===== src/rtl/if_stage.sv =====
// Instruction-fetch stage: owns the PC, drives the instruction-memory address and
// loads the IF/ID register, honouring stalls, branch redirects and HALT.
module if_stage #(
    parameter int                ADDR_W   = 8,
    parameter int                INSTR_W  = 16,
    parameter logic [ADDR_W-1:0] RESET_PC = '0
) (
    input  logic               clk,
    input  logic               rst_n,
    input  logic               enable,
    output logic [ADDR_W-1:0]  imem_addr,
    input  logic [INSTR_W-1:0] imem_rdata,
    input  logic               stall,
    input  logic               branch_taken,
    input  logic [ADDR_W-1:0]  branch_target,
    output logic [INSTR_W-1:0] ifid_instr,
    output logic [ADDR_W-1:0]  ifid_pc,
    output logic               ifid_valid,
    output logic               halted
);

    typedef enum logic [1:0] {
        IDLE = 2'd0,
        RUN  = 2'd1,
        HALT = 2'd2
    } state_t;

    localparam logic [4:0] OP_HALT = 5'b00001;

    state_t             state, state_n;
    logic [ADDR_W-1:0]  pc, pc_n;
    logic [INSTR_W-1:0] instr_n;
    logic [ADDR_W-1:0]  ifid_pc_n;
    logic               valid_n;
    logic               halted_n;

    assign imem_addr = pc;

    always_ff @(posedge clk or negedge rst_n) begin
        if (!rst_n) begin
            state      <= IDLE;
            pc         <= RESET_PC;
            ifid_instr <= '0;
            ifid_pc    <= '0;
            ifid_valid <= 1'b0;
            halted     <= 1'b0;
        end else begin
            state      <= state_n;
            pc         <= pc_n;
            ifid_instr <= instr_n;
            ifid_pc    <= ifid_pc_n;
            ifid_valid <= valid_n;
            halted     <= halted_n;
        end
    end

    always_comb begin
        state_n   = state;
        pc_n      = pc;
        instr_n   = ifid_instr;
        ifid_pc_n = ifid_pc;
        valid_n   = ifid_valid;

        case (state)
            IDLE: begin
                instr_n = '0;
                valid_n = 1'b0;
                if (enable) state_n = RUN;
            end
            RUN: begin
                // Redirect outranks stall: a resolved branch must never be held off.
                if (branch_taken) begin
                    pc_n    = branch_target;
                    instr_n = '0;
                    valid_n = 1'b0;
                end else if (!stall) begin
                    instr_n   = imem_rdata;
                    ifid_pc_n = pc;
                    valid_n   = 1'b1;
                    if (imem_rdata[INSTR_W-1 -: 5] == OP_HALT) state_n = HALT;
                    else                                       pc_n    = pc + 1'b1;
                end
            end
            HALT: begin
                instr_n = '0;
                valid_n = 1'b0;
                if (branch_taken) begin
                    pc_n    = branch_target;
                    state_n = RUN;
                end
            end
            default: state_n = IDLE;
        endcase

        halted_n = (state_n == HALT);
    end

endmodule


===== config.mk =====
export PLATFORM = sky130hd
export DESIGN_NAME = if_stage
export DESIGN_NICKNAME = d
export VERILOG_FILES = /design/src/rtl/if_stage.sv
export SDC_FILE = /design/constraint.sdc
export NUM_CORES = 1
export LEC_CHECK = 0
export ABC_AREA = 0
export CAP_MARGIN = 20
export CORE_MARGIN = 4
export CORE_UTILIZATION = 35
export DETAILED_ROUTE_END_ITERATION = 12
export PLACE_DENSITY = 0.65
export SLEW_MARGIN = 30
export SYNTH_ARGS = -nofsm -noshare
export SYNTH_HDL_FRONTEND = slang
export SYNTH_SLANG_ARGS = --single-unit

===== constraint.sdc =====
create_clock -name clk -period 1.7 [get_ports clk]
set_clock_uncertainty 0.15 [all_clocks]
set_input_delay 0.34 -clock clk [delete_from_list [all_inputs] [get_ports clk]]
set_output_delay 0.34 -clock clk [all_outputs]
set_load 0.02 [all_outputs]

==> results.ini, run 1 <==
[synth]
synth_seq_area_share_pct = 52.79
synth_top_cell_area_share_pct = 52.79
synth_common_cells = dfrtp_1, nand2_1, o21ai_0
synth-compound-area-share_pct = 17.60
synth.area.top_cells = dfrtp_1, mux2_2, nand2_1
synth.net_count = 188
yosys_warnings = 0
synth.most_common_cell = dfrtp_1
synthSimpleGateAreaFrac_pct = 13.56
yosys.area.top_type = dfrtp_1
synth_cell_type_count = 36
ys.flop_type = dfrtp_1
synthAdderAreaFrac_pct = 0.7331
netlist_instances = 158
synth_xor_area_share_pct = 1.026
synth_area_per_cell_um2 = 10.80
synth_mux_area_share_pct = 9.604
synth_top_family_by_area = compound AO/OA/AOI/OAI gates
synth-edff-count = 0
synth-seq-cells = 36
syn_area_um2 = 1707
async_flop_share_pct = 100.0

[floorplan]
fp.dieH_um = 77.83
start_util_pct = 36.13
ios = 63
core_area_um2 = 4723
die_w_um = 77.83
die_area_um2 = 6058
num_rows = 25

[finish]
fin_area_um2 = 2670
drive_above_1_share_pct = 24.29
post-route-util_pct = 56.53
area_growth_pct = 56.45
antenna_cells = 0
nets = 276

[global_route]
grt_max_degree = 21
grt_first_pass_wirelength_um = 7596
antenna_found_initial = 0
grtUsageTotal_pct = 15.89
overflow = 0
grt_pass1_vias = 1603

[worst_setup_path]
timing.critical_path.slowest_cell_delay_ns = 0.46
crit_type = input port to flop
cp_top_family = buffers and inverters
critPathArrivalTime_ns = 1.68
crit_path_cell_trace = clkdlybuf4s50_1 -> nor2b_1 -> and2_1 -> buf_12 -> mux2_2
rrSetupSlack_ns = 0.08
crit_fanout = 8
start_kind = input port
r2r_start = state[1]
setup.worst_path.end_class = flop
crit_path_top_delay_cell = clkdlybuf4s50_1
crit_buf_inv = 2
crit_required_ns = 1.72
r2r-end = imem_addr[5]
reg2reg_depth = 5

[power]
vdd.ir_drop.worst_mv = 0.3991
p_leak_nw = 1.274
power_density_nw_per_um2 = 950.5
finalPower_mw = 2.538

[sta]
maxSlewViolCount = 0
fin_setup_tns_ns = 0
relSlewSlack_pct = 77.77
finalCritPeriodShare_pct = 98.00
rsz0062_at_grt = true
max_freq_mhz = 600.2
period_needed_ns = 1.666
setup_viol = 0
whs_ns = 0.1721
worstMarginPinSlew_ns = 0.3306
final_hold_viol_count = 0

[route]
drc = 0
drtAntennaViolNets = 0
avgRoutedWirePerCell_um = 13.97
drt_iter0_drc = 105
via_per_inst = 4.672
drtPass1Iterations = 4
wl_um = 4387
vias = 1467

[worst_hold_path]
holdCritStartpoint = imem_rdata[15]
whs_endpoint = ifid_instr[15]
hold_path_class = input port to flop
min_path_cells = 2

[place]
dp_hpwl_um = 3303
port_buffers = 62
dpl_cell_area_um2 = 2549
gp_congestion = 0.8202

[cts]
cts_made_buffers = 5
clk_pin_slew_ns = 0.08
cts_root_buf = clkbuf_8
clock_latency_ns = 0.28
htree_levels = 2
clockBufferDepth = 2
clock_sinks = 36
cts_tree = yes

[flow_run]
drv_cap = 0

[run_status]
outcome = finished, final reports clean

==> where the power goes <==
group          switching [mW]  internal (mW)
Clock                   0.312          0.434
Sequential             0.0812          0.977
Combinational           0.378          0.356
==> worst register-to-register path, cell delays in order, from the launching register on <==
cell	delay (ns)
dfrtp_2	0.44
nand2b_1	0.09
nor2b_1	0.14
buf_4	0.15
mux2_2	0.34
o22a_2	0.22
==> layout make-up <==
| type | instances | area [µm²] |
|---|---|---|
| clock buffers | 5 | 68.82 |
| clock inverters | 3 | 42.54 |
| fillers | 447 | 2053 |
| inverters | 2 | 7.507 |
| multi-input cells | 109 | 729.5 |
| flip-flops and latches | 36 | 903.4 |
| well taps | 67 | 83.83 |
| repair buffers | 92 | 834.6 |
==> layout by cell type (no fill, tap or decap), types with 2 or more instances in the layout <==
cell             count
dlygate4sd2_1       36
inv_1                2
o21a_1               2
a31oi_1              2
o22a_2               3
nand2b_1             2
buf_12               2
o21ai_0             12
mux2i_1              4
clkdlybuf4s50_1     22
nand3_1              6
nand2_1             24
clkbuf_8             5
a22o_1               5
o21ai_1              3
and3_1               2
a21oi_1              7
nor2_1               3
mux2_2              11
dfrtp_2              2
buf_4               26
dlymetal6s2s_1       3
dfrtp_1             34
nor2b_1              4
o211ai_1             3
==> worst max-delay path by stage <==
stage | startpoint | end | slack, ns | cells past startpoint
finish | branch_taken | ifid_pc[6] | 0.03 | 5
CTS | stall | imem_addr[4] | 0.02 | 8
floorplan | imem_addr[0] | imem_addr[6] | 0.003 | 5
global placement | imem_rdata[11] | imem_addr[7] | -0.37 | 6
detailed placement | imem_rdata[11] | imem_addr[7] | -0.37 | 6
global route | branch_taken | ifid_pc[6] | -0.05 | 5
==> state kept, by name (all words and copies together), names as in the netlist <==
signal      count
halted          1
ifid_instr     16
ifid_pc         8
ifid_valid      1
imem_addr       8
state           2
==> layer usage <==
layer / part of all wire [%] / wire length [µm] / GRT usage (%)
met4: 1.4 / 63 / 6.228
met1: 45 / 1978 / 20.77
met3: 4.8 / 212 / 3.944
met5: 0 / 0 / 0
met2: 49 / 2132 / 25.17
==> through the flow <==
step | setup slack [ns] | cells
floorplan | 0.003340 | 158
global placement | -0.3705 | 301
detailed placement | -0.3697 | 301
CTS | 0.01506 | 312
global route | -0.04653 | 314
finish | 0.03397 | 314
==> cells by family after synthesis <==
kind of cell    Yosys count
compound gates           43
xor+xnor                  2
buf+inv                  13
mux                      15
flops                    36
simple gates             48
fa+ha+maj                 1
==> repair_timing <==
item	in CTS	in global routing
pin swaps	1	3
gates resized for setup	38	8
hold endpoints to repair	12	0
buffers inserted	2	2
setup endpoints to repair	42	21
hold buffers	1	0
Power figures use the tool's default switching activity.
==> run 2: changes to the inputs <==
MAX_ROUTING_LAYER = met4   (was default)
PLACE_DENSITY = default   (was 0.65)
PLACE_DENSITY_LB_ADDON = 0.25   (was default)
==> run 2 against run 1 <==
- power decreased by 0.70%
- first-iteration DRC count is 7.6% higher
- wire length down 2.2%
- flip-flop and latch count unchanged
- critical path type unchanged
- critical endpoint is now ifid_pc[1]
- non-clock buffer count fell by 7
==> results.ini, run 2 (synthesis results as in run 1) <==
[route]
via_per_inst = 4.756
drc = 0
avgRoutedWirePerCell_um = 13.98
vias = 1460
drtPass1Iterations = 4
drt_iter0_drc = 113
drtAntennaViolNets = 0
wl_um = 4291

[cts]
cts_root_buf = clkbuf_8
cts_tree = yes
clock_latency_ns = 0.29
clock_sinks = 36
clk_pin_slew_ns = 0.07
htree_levels = 2
clockBufferDepth = 2
cts_made_buffers = 5

[worst_setup_path]
timing.critical_path.slowest_cell_delay_ns = 0.50
setup.worst_path.end_class = flop
crit_type = input port to flop
crit_fanout = 8
start_kind = input port
crit_path_top_delay_cell = clkdlybuf4s50_1
crit_required_ns = 1.72
crit_path_cell_trace = clkdlybuf4s50_1 -> nor2b_2 -> and2_1 -> buf_12 -> mux2_2
critPathArrivalTime_ns = 1.69

[floorplan]
start_util_pct = 36.13
die_area_um2 = 6058
core_area_um2 = 4723
ios = 63
fp.dieH_um = 77.83
num_rows = 25
die_w_um = 77.83

[place]
dp_hpwl_um = 3281
dpl_cell_area_um2 = 2506
place_ws_ns = -0.3918
port_buffers = 62
gp_congestion = 0.7836

[global_route]
grt_pass1_vias = 1436
grt_max_degree = 37
overflow = 0
antenna_found_initial = 0
grtUsageTotal_pct = 15.16
grt_first_pass_wirelength_um = 7010

[finish]
area_growth_pct = 53.30
largest_reg_flops = 16
drive_above_1_share_pct = 22.08
final_cell_mix = dfrtp_1, dlygate4sd2_1, nand2_1
antenna_cells = 0
nets = 269
regMostFlops = ifid_instr
fin_area_um2 = 2616

[power]
power_density_nw_per_um2 = 963.3
vdd.ir_drop.worst_mv = 0.5023
p_leak_nw = 1.251

[sta]
final_hold_viol_count = 0
worstMarginPinSlew_ns = 0.4495
fin_ws_ns = 0.03356
max_freq_mhz = 600.1
relSlewSlack_pct = 70.03
maxSlewViolCount = 0
setup_viol = 0
finalCritPeriodShare_pct = 98.03
period_needed_ns = 1.666

[flow_run]
drv_cap = 0

[worst_hold_path]
hold_path_class = input port to flop

[run_status]
outcome = finished, final reports clean

-- run 2: cell types whose count changed in the layout (fill, tap and decap cells not counted), sizes merged --
| cell | delta |
|---|---|
| dlygate4sd2 | -1 |
| clkdlybuf4s50 | +1 |
| buf | -8 |
| clkbuf | +1 |
-- run 2: metal layers --
metal / part of all wire, % / track usage (%)
met1: 43 / 19.15
met2: 51 / 23.80
met3: 5.2 / 4.176
met4: 1.0 / 4.448
met5: 0 / -
-- run 2: what timing repair did --
item | CTS | global route
endpoints found under the hold margin | 36 | 0
buffers inserted | 0 | 1
hold buffers | 1 | 0
endpoints found under the setup margin | 41 | 18
pin swaps | 1 | 2
resized for setup | 38 | 7
-- run 2: final cells by class --
| cell class | instances | area (µm²) |
|---|---|---|
| fill | 444 | 2107 |
| inverter | 2 | 7.507 |
| tap | 67 | 83.83 |
| clock buffer | 5 | 68.82 |
| sequential | 36 | 902.1 |
| clock inverter | 3 | 42.54 |
| multi-input combinational | 109 | 737.0 |
| timing repair buffer | 85 | 774.5 |
-- run 2: critical path: cells and delay by family --
family        cells  cell delay, ns
buf+inv           2            0.64
mux               1            0.33
simple gates      2            0.39
-- run 2: power by group --
part,switching [mW],internal (mW)
clock,0.307,0.434
sequential,0.0948,0.977
combinational,0.366,0.342
-- run 2: metrics by stage --
stage / utilization, % / setup TNS [ns] / cells / hold WS [ns] / total power, mW
after CTS: 54.83 / 0 / 306 / 0.2584 / 2.553
after global routing: 55.39 / -0.2255 / 307 / 0.1841 / 2.652
after floorplan: - / 0 / 158 / -0.1056 / 1.438
final: 55.39 / 0 / 307 / 0.1677 / 2.520
after global placement: 53.06 / -6.302 / 297 / 0.2629 / 1.876
after detailed placement: 53.06 / -7.125 / 297 / 0.2639 / 1.888
-- run 2: final timing paths --
kind	startpoint	endpoint	slack, ns	cells after the start
max	branch_taken	ifid_pc[1]	0.03	5
min	imem_rdata[15]	ifid_instr[15]	0.17	2
max reg2reg	state[0]	imem_addr[5]	0.07	5
min reg2reg	ifid_instr[6]	ifid_instr[6]	0.32	2
max in group asynchronous	rst_n	imem_addr[1]	0.59	3
min in group asynchronous	rst_n	ifid_instr[1]	0.47	3
==> run 3: changes to the inputs <==
==> constraint.sdc (replaced) <==
create_clock -name clk -period 1.7 [get_ports clk]
set_clock_uncertainty 0.15 [all_clocks]
set_input_delay 0.255 -clock clk [delete_from_list [all_inputs] [get_ports clk]]
set_output_delay 0.255 -clock clk [all_outputs]
set_load 0.02 [all_outputs]
==> run 3 against run 2 <==
- sequential power hardly changed
- power grew 3.9%
- count of clock-buffer cells in the layout did not move
- via count decreased by 1.0%
- clock power is 0.5% higher
- first-iteration DRC count fell by 30%
- non-clock buffer count is 3 higher
- die area did not move
- maximum frequency hardly changed
- critical endpoint is now imem_addr[7]
- largest power group unchanged
- highest routed layer unchanged
==> results.ini, run 3 (synthesis results as in run 1) <==
[floorplan]
die_w_um = 77.83
num_rows = 25
core_area_um2 = 4723
ios = 63
fp.dieH_um = 77.83
die_area_um2 = 6058
start_util_pct = 36.13

[route]
drc = 0
drtPass1Iterations = 4
drtAntennaViolNets = 0
drt_iter0_drc = 79
wl_um = 4345
vias = 1445
via_per_inst = 4.661
avgRoutedWirePerCell_um = 14.02

[place]
dp_hpwl_um = 3300
dpl_cell_area_um2 = 2526
port_buffers = 62
gp_congestion = 0.8394

[finish]
layout_commonest_cell = clkdlybuf4s50_1
drive_above_1_share_pct = 23.46
fin_area_um2 = 2721
final_cell_mix = clkdlybuf4s50_1, dfrtp_1, nand2_1
regMostFlops = ifid_instr
area_growth_pct = 59.46
antenna_cells = 0
largest_reg_flops = 16
nets = 272
fillers = 421

[sta]
relSlewSlack_pct = 66.12
worstMarginPinSlew_ns = 0.5082
setup_viol = 0
rsz0062_at_grt = true
maxSlewViolCount = 0
period_needed_ns = 1.667
max_freq_mhz = 600.0
final_hold_viol_count = 0
finalCritPeriodShare_pct = 98.04

[global_route]
grt_first_pass_wirelength_um = 7272
antenna_found_initial = 0
grt_max_degree = 21
grt_pass1_vias = 1469
grtUsageTotal_pct = 15.75
overflow = 0

[worst_setup_path]
setup.worst_path.end_class = flop
crit_required_ns = 1.73
start_kind = input port
rrSetupSlack_ns = 0.06
crit_fanout = 4
crit_type = input port to flop
critPathArrivalTime_ns = 1.70

[power]
combPwrFrac_pct = 30.9
p_leak_nw = 1.339
switching_share_pct = 29.76
power_density_nw_per_um2 = 961.9
finalPower_mw = 2.618
power_switching_uw = 779.0
clockPowerShare_pct = 28.4
p_seq_share_pct = 40.7
vdd.ir_drop.worst_mv = 0.4373
power.internal_mw = 1.839

[cts]
clock_latency_ns = 0.29
cts_root_buf = clkbuf_8
clockBufferDepth = 2
clk_pin_slew_ns = 0.07
cts_made_buffers = 5
clock_sinks = 36
htree_levels = 2
cts_tree = yes

[run_status]
outcome = finished, final reports clean

[worst_hold_path]
hold_path_class = input port to flop

[flow_run]
drv_cap = 0

[run 3: worst paths after layout]
kind / end / from / cells after the start
worst max-delay path: imem_addr[7] / imem_rdata[12] / 6
worst min-delay path: ifid_instr[11] / imem_rdata[11] / 2
worst max register to register: imem_addr[5] / state[0] / 5
worst min register to register: ifid_valid / ifid_valid / 1
max in group asynchronous: state[0] / rst_n / 3
min in group asynchronous: ifid_instr[1] / rst_n / 2
[run 3: power by group through the flow]
stage                     clock network [mW]  registers (mW)  logic, mW
after floorplan                            0            1.23      0.213
after global placement                     0            1.09      0.804
after detailed placement                   0            1.09      0.809
after CTS                              0.773            1.07      0.807
after global routing                   0.813            1.09      0.867
final                                  0.744            1.07      0.808
[run 3: area by class of cell]
cell class	instances	area [µm²]	area share, %
Tap cell	67	83.83	3.080
Clock buffer	5	68.82	2.529
Multi-Input combinational cell	109	744.5	27.36
Sequential cell	36	902.1	33.15
Inverter	2	7.507	0.2759
Clock inverter	3	42.54	1.563
Timing Repair Buffer	88	872.1	32.05
[run 3: critical path, stage by stage]
cell and delay (ns):
clkdlybuf4s50_1 0.43, or2b_4 0.28, o311ai_4 0.30, buf_6 0.16, a21oi_1 0.06, o22a_2 0.21
[run 3: through the flow]
step / util, % / setup slack (ns) / TNS [ns] / instances / hold slack, ns
6_report: 57.62 / 0.03337 / 0 / 310 / 0.08713
5_1_grt: 57.62 / -0.01097 / -0.02078 / 310 / 0.1089
2_1_floorplan: - / 0.003340 / 0 / 158 / -0.1906
4_1_cts: 56.05 / 0.002010 / 0 / 308 / 0.3398
3_3_place_gp: 53.48 / -0.2822 / -3.812 / 298 / 0.09662
3_5_place_dp: 53.48 / -0.3395 / -4.387 / 298 / 0.1135
[run 3: what timing repair did]
| action | in CTS | in global routing |
|---|---|---|
| gates cloned | 0 | 0 |
| hold endpoints to repair | 17 | 0 |
| gates resized for setup | 8 | 21 |
| hold buffers | 1 | 0 |
| setup buffers | 1 | 2 |
| endpoints found under the setup margin | 9 | 16 |
| pin swaps | 0 | 1 |
[run 3: layer usage]
metal	share of wire, %	track usage (%)	vias to the layer above
li1	-	-	725
met1	45	20.03	686
met2	50	24.74	29
met3	4.1	3.364	5
met4	1.4	5.694	0
met5	0	-	-
